==> src/rtl/uart_pkg.sv <==
// Shared definitions for the UART transmit path: FSM state encoding,
// data/counter widths and a parity helper.
// Optional even-parity bit is enabled by defining UART_TX_PARITY_EN.
package uart_pkg;

  localparam int UART_DATA_BITS = 8;
  localparam int UART_CNT_W     = 16;

  // Transmit FSM states; PARITY exists only in the 8E1 build.
  typedef enum logic [2:0] {
    IDLE   = 3'd0,
    START  = 3'd1,
    DATA   = 3'd2,
`ifdef UART_TX_PARITY_EN
    PARITY = 3'd3,
`endif
    STOP   = 3'd4
  } uart_tx_state_t;

  // Even parity bit: makes the total count of ones (data + parity) even.
  function automatic logic even_parity(input logic [UART_DATA_BITS-1:0] b);
    return ^b;
  endfunction

endpackage

==> src/rtl/uart_sync_fifo.sv <==
// Synchronous single-clock FIFO with asynchronous active-high reset.
// Pushes while full and pops while empty are ignored. Read data is the
// current head entry, valid whenever empty is low.
module uart_sync_fifo #(
  parameter int WIDTH = 8,
  parameter int DEPTH = 8
) (
  input  logic                     clk,
  input  logic                     rst,
  input  logic                     push,
  input  logic [WIDTH-1:0]         wr_data,
  input  logic                     pop,
  output logic [WIDTH-1:0]         rd_data,
  output logic [$clog2(DEPTH):0]   count,
  output logic                     full,
  output logic                     empty
);

  localparam int AW = $clog2(DEPTH);
  localparam logic [AW:0] FULL_CNT = (AW+1)'(DEPTH);

  if (DEPTH < 2 || (DEPTH & (DEPTH - 1)) != 0) begin : g_bad_depth
    $error("uart_sync_fifo: DEPTH=%0d must be a power of 2 and at least 2", DEPTH);
  end

  logic [WIDTH-1:0] r_mem [DEPTH];
  logic [AW-1:0]    r_wr_ptr;
  logic [AW-1:0]    r_rd_ptr;
  logic [AW:0]      r_count;
  logic             w_do_push;
  logic             w_do_pop;

  assign full      = (r_count == FULL_CNT);
  assign empty     = (r_count == '0);
  assign count     = r_count;
  assign rd_data   = r_mem[r_rd_ptr];
  assign w_do_push = push && !full;
  assign w_do_pop  = pop && !empty;

  // Storage array: written on accepted pushes, no reset needed.
  always_ff @(posedge clk) begin
    if (w_do_push) begin
      r_mem[r_wr_ptr] <= wr_data;
    end
  end

  // Pointers wrap naturally because DEPTH is a power of 2.
  always_ff @(posedge clk or posedge rst) begin
    if (rst) begin
      r_wr_ptr <= '0;
      r_rd_ptr <= '0;
    end else begin
      if (w_do_push) r_wr_ptr <= r_wr_ptr + 1'b1;
      if (w_do_pop)  r_rd_ptr <= r_rd_ptr + 1'b1;
    end
  end

  // Occupancy: simultaneous push and pop leave it unchanged.
  always_ff @(posedge clk or posedge rst) begin
    if (rst) begin
      r_count <= '0;
    end else begin
      case ({w_do_push, w_do_pop})
        2'b10:   r_count <= r_count + 1'b1;
        2'b01:   r_count <= r_count - 1'b1;
        default: r_count <= r_count;
      endcase
    end
  end

endmodule

==> src/rtl/uart_tx_fifo.sv <==
// UART transmitter with an input FIFO. Serializes bytes LSB first as 8N1
// frames, or 8E1 when UART_TX_PARITY_EN is defined.
//
// Input handshake: a byte is taken on any rising clk edge where
// data_in_valid && data_in_ready. data_in_ready depends only on registered
// FIFO occupancy (never on data_in_valid); data_in is ignored while
// data_in_valid is low.
module uart_tx_fifo
  import uart_pkg::*;
#(
  parameter int UART_BAUD   = 9600,
  parameter int INPUT_CLOCK = 50000000,
  parameter int FIFO_DEPTH  = 8
) (
  input  logic                          clk,
  input  logic                          rst,
  input  logic [UART_DATA_BITS-1:0]     data_in,
  input  logic                          data_in_valid,
  output logic                          data_in_ready,
  output logic                          tx,
  output logic                          busy,
  output logic [$clog2(FIFO_DEPTH):0]   fifo_count,
  output uart_tx_state_t                o_dbg_state
);

  localparam int CLKS_PER_BIT = INPUT_CLOCK / UART_BAUD;
  localparam logic [UART_CNT_W-1:0] BIT_LAST = UART_CNT_W'(CLKS_PER_BIT - 1);

  if (CLKS_PER_BIT < 2 || CLKS_PER_BIT > 65535) begin : g_bad_baud
    $error("uart_tx_fifo: CLKS_PER_BIT=%0d out of range 2..65535", CLKS_PER_BIT);
  end

  uart_tx_state_t              r_state;
  uart_tx_state_t              w_state_nxt;
  logic [UART_CNT_W-1:0]       r_cnt;
  logic [UART_CNT_W-1:0]       w_cnt_nxt;
  logic [2:0]                  r_idx;
  logic [2:0]                  w_idx_nxt;
  logic [UART_DATA_BITS-1:0]   r_shift;
  logic [UART_DATA_BITS-1:0]   w_shift_nxt;
  logic                        r_tx;
  logic                        w_tx_nxt;
`ifdef UART_TX_PARITY_EN
  logic                        r_par;
  logic                        w_par_nxt;
`endif

  logic                        w_push;
  logic                        w_pop;
  logic [UART_DATA_BITS-1:0]   w_fifo_data;
  logic [$clog2(FIFO_DEPTH):0] w_count;
  logic                        w_full;
  logic                        w_empty;
  logic                        w_bit_done;

  assign data_in_ready = !w_full;
  assign w_push        = data_in_valid && !w_full;
  assign w_bit_done    = (r_cnt == BIT_LAST);

  uart_sync_fifo #(
    .WIDTH (UART_DATA_BITS),
    .DEPTH (FIFO_DEPTH)
  ) u_fifo (
    .clk     (clk),
    .rst     (rst),
    .push    (w_push),
    .wr_data (data_in),
    .pop     (w_pop),
    .rd_data (w_fifo_data),
    .count   (w_count),
    .full    (w_full),
    .empty   (w_empty)
  );

  // Next-state, counter, shifter and registered-tx logic for the frame FSM.
  // tx is computed for the state being entered so the pin is a flop output.
  always_comb begin
    w_state_nxt = r_state;
    w_cnt_nxt   = r_cnt;
    w_idx_nxt   = r_idx;
    w_shift_nxt = r_shift;
    w_tx_nxt    = r_tx;
    w_pop       = 1'b0;
`ifdef UART_TX_PARITY_EN
    w_par_nxt   = r_par;
`endif
    case (r_state)
      IDLE: begin
        w_tx_nxt = 1'b1;
        if (!w_empty) begin
          w_pop       = 1'b1;
          w_shift_nxt = w_fifo_data;
          w_cnt_nxt   = '0;
          w_idx_nxt   = '0;
          w_state_nxt = START;
          w_tx_nxt    = 1'b0;
`ifdef UART_TX_PARITY_EN
          w_par_nxt   = even_parity(w_fifo_data);
`endif
        end
      end
      START: begin
        if (w_bit_done) begin
          w_cnt_nxt   = '0;
          w_idx_nxt   = '0;
          w_state_nxt = DATA;
          w_tx_nxt    = r_shift[0];
        end else begin
          w_cnt_nxt = r_cnt + 1'b1;
        end
      end
      DATA: begin
        if (w_bit_done) begin
          w_cnt_nxt   = '0;
          w_shift_nxt = r_shift >> 1;
          if (r_idx == 3'd7) begin
`ifdef UART_TX_PARITY_EN
            w_state_nxt = PARITY;
            w_tx_nxt    = r_par;
`else
            w_state_nxt = STOP;
            w_tx_nxt    = 1'b1;
`endif
          end else begin
            w_idx_nxt = r_idx + 1'b1;
            w_tx_nxt  = r_shift[1];
          end
        end else begin
          w_cnt_nxt = r_cnt + 1'b1;
        end
      end
`ifdef UART_TX_PARITY_EN
      PARITY: begin
        if (w_bit_done) begin
          w_cnt_nxt   = '0;
          w_state_nxt = STOP;
          w_tx_nxt    = 1'b1;
        end else begin
          w_cnt_nxt = r_cnt + 1'b1;
        end
      end
`endif
      STOP: begin
        if (w_bit_done) begin
          w_cnt_nxt = '0;
          if (!w_empty) begin
            // Chain straight into the next start bit with no idle gap.
            w_pop       = 1'b1;
            w_shift_nxt = w_fifo_data;
            w_idx_nxt   = '0;
            w_state_nxt = START;
            w_tx_nxt    = 1'b0;
`ifdef UART_TX_PARITY_EN
            w_par_nxt   = even_parity(w_fifo_data);
`endif
          end else begin
            w_state_nxt = IDLE;
            w_tx_nxt    = 1'b1;
          end
        end else begin
          w_cnt_nxt = r_cnt + 1'b1;
        end
      end
      default: begin
        w_state_nxt = IDLE;
        w_tx_nxt    = 1'b1;
      end
    endcase
  end

  // FSM, bit timing, shifter and tx flops; reset abandons any frame.
  always_ff @(posedge clk or posedge rst) begin
    if (rst) begin
      r_state <= IDLE;
      r_cnt   <= '0;
      r_idx   <= '0;
      r_shift <= '0;
      r_tx    <= 1'b1;
`ifdef UART_TX_PARITY_EN
      r_par   <= 1'b0;
`endif
    end else begin
      r_state <= w_state_nxt;
      r_cnt   <= w_cnt_nxt;
      r_idx   <= w_idx_nxt;
      r_shift <= w_shift_nxt;
      r_tx    <= w_tx_nxt;
`ifdef UART_TX_PARITY_EN
      r_par   <= w_par_nxt;
`endif
    end
  end

  assign tx          = r_tx;
  assign busy        = (r_state != IDLE) || (w_count != '0);
  assign fifo_count  = w_count;
  assign o_dbg_state = r_state;

endmodule

==> config.mk <==
export PLATFORM = sky130hd
export DESIGN_NAME = uart_tx_fifo
export DESIGN_NICKNAME = d
export VERILOG_FILES = /design/src/rtl/uart_pkg.sv /design/src/rtl/uart_sync_fifo.sv /design/src/rtl/uart_tx_fifo.sv
export SDC_FILE = /design/constraint.sdc
export NUM_CORES = 1
export LEC_CHECK = 0
export ABC_AREA = 1
export BUFFER_PORTS_ARGS = -buffer_cell sky130_fd_sc_hd__buf_2
export CORE_MARGIN = 5
export CORE_UTILIZATION = 60
export DETAILED_ROUTE_END_ITERATION = 8
export PLACE_DENSITY = 0.78
export SLEW_MARGIN = 20
export SYNTH_ARGS = -nofsm -noshare
export SYNTH_HDL_FRONTEND = slang
export SYNTH_SLANG_ARGS = --single-unit
==> constraint.sdc <==
create_clock -name clk -period 7.8 [get_ports clk]
set_clock_uncertainty 0.15 [all_clocks]
set_input_delay 1.95 -clock clk [delete_from_list [all_inputs] [get_ports clk]]
set_output_delay 1.95 -clock clk [all_outputs]
set_load 0.01 [all_outputs]
==> key figures <==
Floorplanning
  • FP Rows: 33
  • # IOs: 21
  • Die ar.: 10310 um2
  • Die span in y: 101.6 um
  • Die X: 101.6 um
  • Initial Util: 0.6152
  • Core ar.: 8175 um2

Finish
  • Layout Cells excl Fill: 668
  • N_diodes: 0
  • Design Area, Final: 5396 um2
  • Nets@finish: 578
  • Ratio of cells with drive above 1 in the final layout: 0.1208
  • Area Overhead vs Synth: 7.289%
  • # fillers: roughly 620

Timing
  • Final WS setup: ~4000 ps
  • Setup TNS Final: 0 ps
  • Fin. max-slew vios: 0
  • Rel. slew slack: 0.2728
  • RSZ-0062 raised after global routing: no
  • Achievable frequency: 0.2685 GHz
  • Setup violators final: 0
  • Min Clock Period, post-route: approximately 3700 ps
  • Endpoints failing hold: 0
  • Period utilisation layout: 0.4775
  • Slew @ Worst Pin: 1091 ps

Route
  • Overall via count from detail_route: 3804
  • Final WL: ~11000 um
  • WL/cell: 16.19 um
  • Drt via density: ~5.7
  • # DRC: 0
  • Routed Antenna Nets: 0
  • Pre-Repair DR Iteration Count: 7
  • Initial DRC count: about 300

CTS
  • Clk slew on worst S/H paths: 110 ps
  • Hold Buf Count CTS: 0
  • Clock Sinks: 105
  • Setup Buffers After CTS: 0
  • Worst-Skew Late Latency: approximately 380 ps
  • Bufs on Longest Clock Path: 2
  • Htree depth: 3
  • CTS tree: done
  • Post-CTS Resized: 0
  • Clk root buf: clkbuf_8
  • Number of CTS-inserted buffers: 9

Worst setup path
  • Critical path type: reg2out
  • Crit path launch type: flop
  • Worst EP arrival: 1620 ps
  • Maximum net fanout on the critical path: 5
  • Setup crit end kind: primary output
  • Worst path max stage delay: 450 ps
  • CP cell instances: nor2_1 -> nand3_1 -> inv_1 -> nand3_2 -> buf_2
  • Worst EP required: 5700 ps
  • Slowest-stage cell, CP: dfrtp_1

Power and ir drop
  • Overall power: 1898 uW
  • Internal power: 1075 uW
  • Clock power frac: 0.186
  • Combinational Power Share: 0.379
  • Sw Ratio: 0.4336
  • Leakage: 0.002354 uW
  • Register share of total power: 0.435
  • PwrDens: 351.7 nW/um2
  • Switching power total: 822.9 uW
  • Peak VDD IR: around 0.00017 V

Synthesis
  • Netlist cell types: 34
  • Synth Cell Area: approximately 5000 um2
  • Ys Warns: 0
  • Synth Register Bits: 105
  • Mapped Avg Cell Area: 9.297 um2
  • Syn_nets: between 500 and 600
  • Post-Synthesis Cells: around 540
  • Sequential share of the synthesized area: 0.5863

Flow run
  • Max cap viols: 0

Placed design
  • Dpl hpwl: roughly 7500 um
  • Dpl cell area: 5176 um2
  • Setup WS pre-CTS: 4066 ps
  • Port Buf Inserts: 20
  • Placed Instances: 652
  • GP Congestion: between 0.8 and 0.9

Global route
  • GRT overflow: 0
  • First-pass GRT wire length: 18010 um
  • Vias in the first global route: 3669
  • Tot GR Track Use: 0.2276
  • Largest net degree at the start of global routing: 42
  • Initial antenna violation count: 0

Status
  • Status: complete, no violations

Min path
  • Hold WC Path Type: reg2reg
-- kinds of logic after synthesis --
group	Yosys count	share of synthesized area
simple gates	341	0.3040
flops	105	0.5863
buf+inv	52	0.04726
compound gates	29	0.02985
fa+ha+maj	9	0.02388
xor+xnor	5	0.008708
-- cell type report --
type / count / area (um2) / area share
tap: 105 / 131.4 / 0.02434
sequential: 105 / 2949 / 0.5465
inverter: 37 / 145.1 / 0.02690
multi-input combinational: 384 / 1843 / 0.3415
clock inverter: 7 / 96.34 / 0.01785
clock buffer: 9 / 123.9 / 0.02295
timing repair buffer: 21 / 107.6 / 0.01994
-- power groups by stage --
stage	Combinational [uW]	Sequential [uW]	Clock [uW]
2_1_floorplan	586	784	0
3_3_place_gp	686	825	0
3_5_place_dp	713	833	0
4_1_cts	719	822	360
5_1_grt	822	839	387
6_report	719	825	354
-- registers in the layout (all words and copies together), names as in the netlist --
register / count
o_dbg_state: 3
u_fifo.r_wr_ptr: 3
r_shift: 8
u_fifo.r_mem: 64
tx: 1
r_idx: 3
u_fifo.r_rd_ptr: 3
u_fifo.count: 4
r_cnt: 16
-- Yosys cell counts (all sizes together) --
cell,n,area share
nor2,39,0.034
xnor2,2,0.0035
o21bai,1,0.0015
o211ai,1,0.0015
fa,1,0.0040
edfxtp,64,0.38
or2,4,0.0050
dfstp,1,0.0052
nand4,15,0.019
nand2,200,0.16
xor2,3,0.0052
a21oi,3,0.0030
buf,14,0.018
o21ai,24,0.024
nor3,4,0.0040
nand3b,2,0.0030
nand3,77,0.082
ha,8,0.020
inv,36,0.028
clkbuf,1,0.00075
dfrtp,40,0.20
clkinv,1,0.00099
-- worst paths after layout --
check / cells after the start / startpoint / to / slack (ps)
max: 5 / u_fifo.count[0]$_DFFE_PP0P_ / busy / 4080
min: 2 / r_shift[4]$_DFFE_PP0P_ / r_shift[4]$_DFFE_PP0P_ / 340
max reg2reg: 15 / r_cnt[0]$_DFFE_PP0P_ / u_fifo.count[3]$_DFFE_PP0P_ / 4740
min reg2reg: 2 / r_shift[4]$_DFFE_PP0P_ / r_shift[4]$_DFFE_PP0P_ / 340
max in group asynchronous: 3 / rst / tx$_DFFE_PP1P_ / 5600
min in group asynchronous: 3 / rst / u_fifo.count[2]$_DFFE_PP0P_ / 1520
-- worst max-delay path, delay by kind of cell (launching register included) --
kind | cells | cell delay, ps
buf+inv | 2 | 320
flops | 1 | 450
simple gates | 3 | 490
-- routing by layer --
layer	share of wire	GRT usage	up-vias
li1	-	-	1843
met4	0.020	0.07873	0
met3	0.063	0.04821	20
met1	0.42	0.2961	1801
met2	0.50	0.3803	140
met5	0	0	-
-- through the flow --
step | utilization | hold WS [ps]
6_report | 0.6601 | 343.0
5_1_grt | 0.6601 | 371.8
4_1_cts | 0.6601 | 347.3
3_5_place_dp | 0.6332 | 319.1
3_3_place_gp | 0.6332 | 312.0
2_1_floorplan | - | 295.9
-- layout by cell type, fill, tap and decap left out, drive strengths merged --
cell    Yosys  layout
a21oi       3       3
buf        14      21
clkbuf      1       9
clkinv      1       4
dfrtp      40      40
dfstp       1       1
edfxtp     64      64
fa          1       1
ha          8       8
inv        36      40
nand2     200     200
nand3      77      77
nand3b      2       2
nand4      15      15
nor2       39      39
nor3        4       4
o211ai      1       1
o21ai      24      24
o21bai      1       1
or2         4       4
xnor2       2       2
xor2        3       3
No activity file was read; power rests on OpenSTA's default activity.
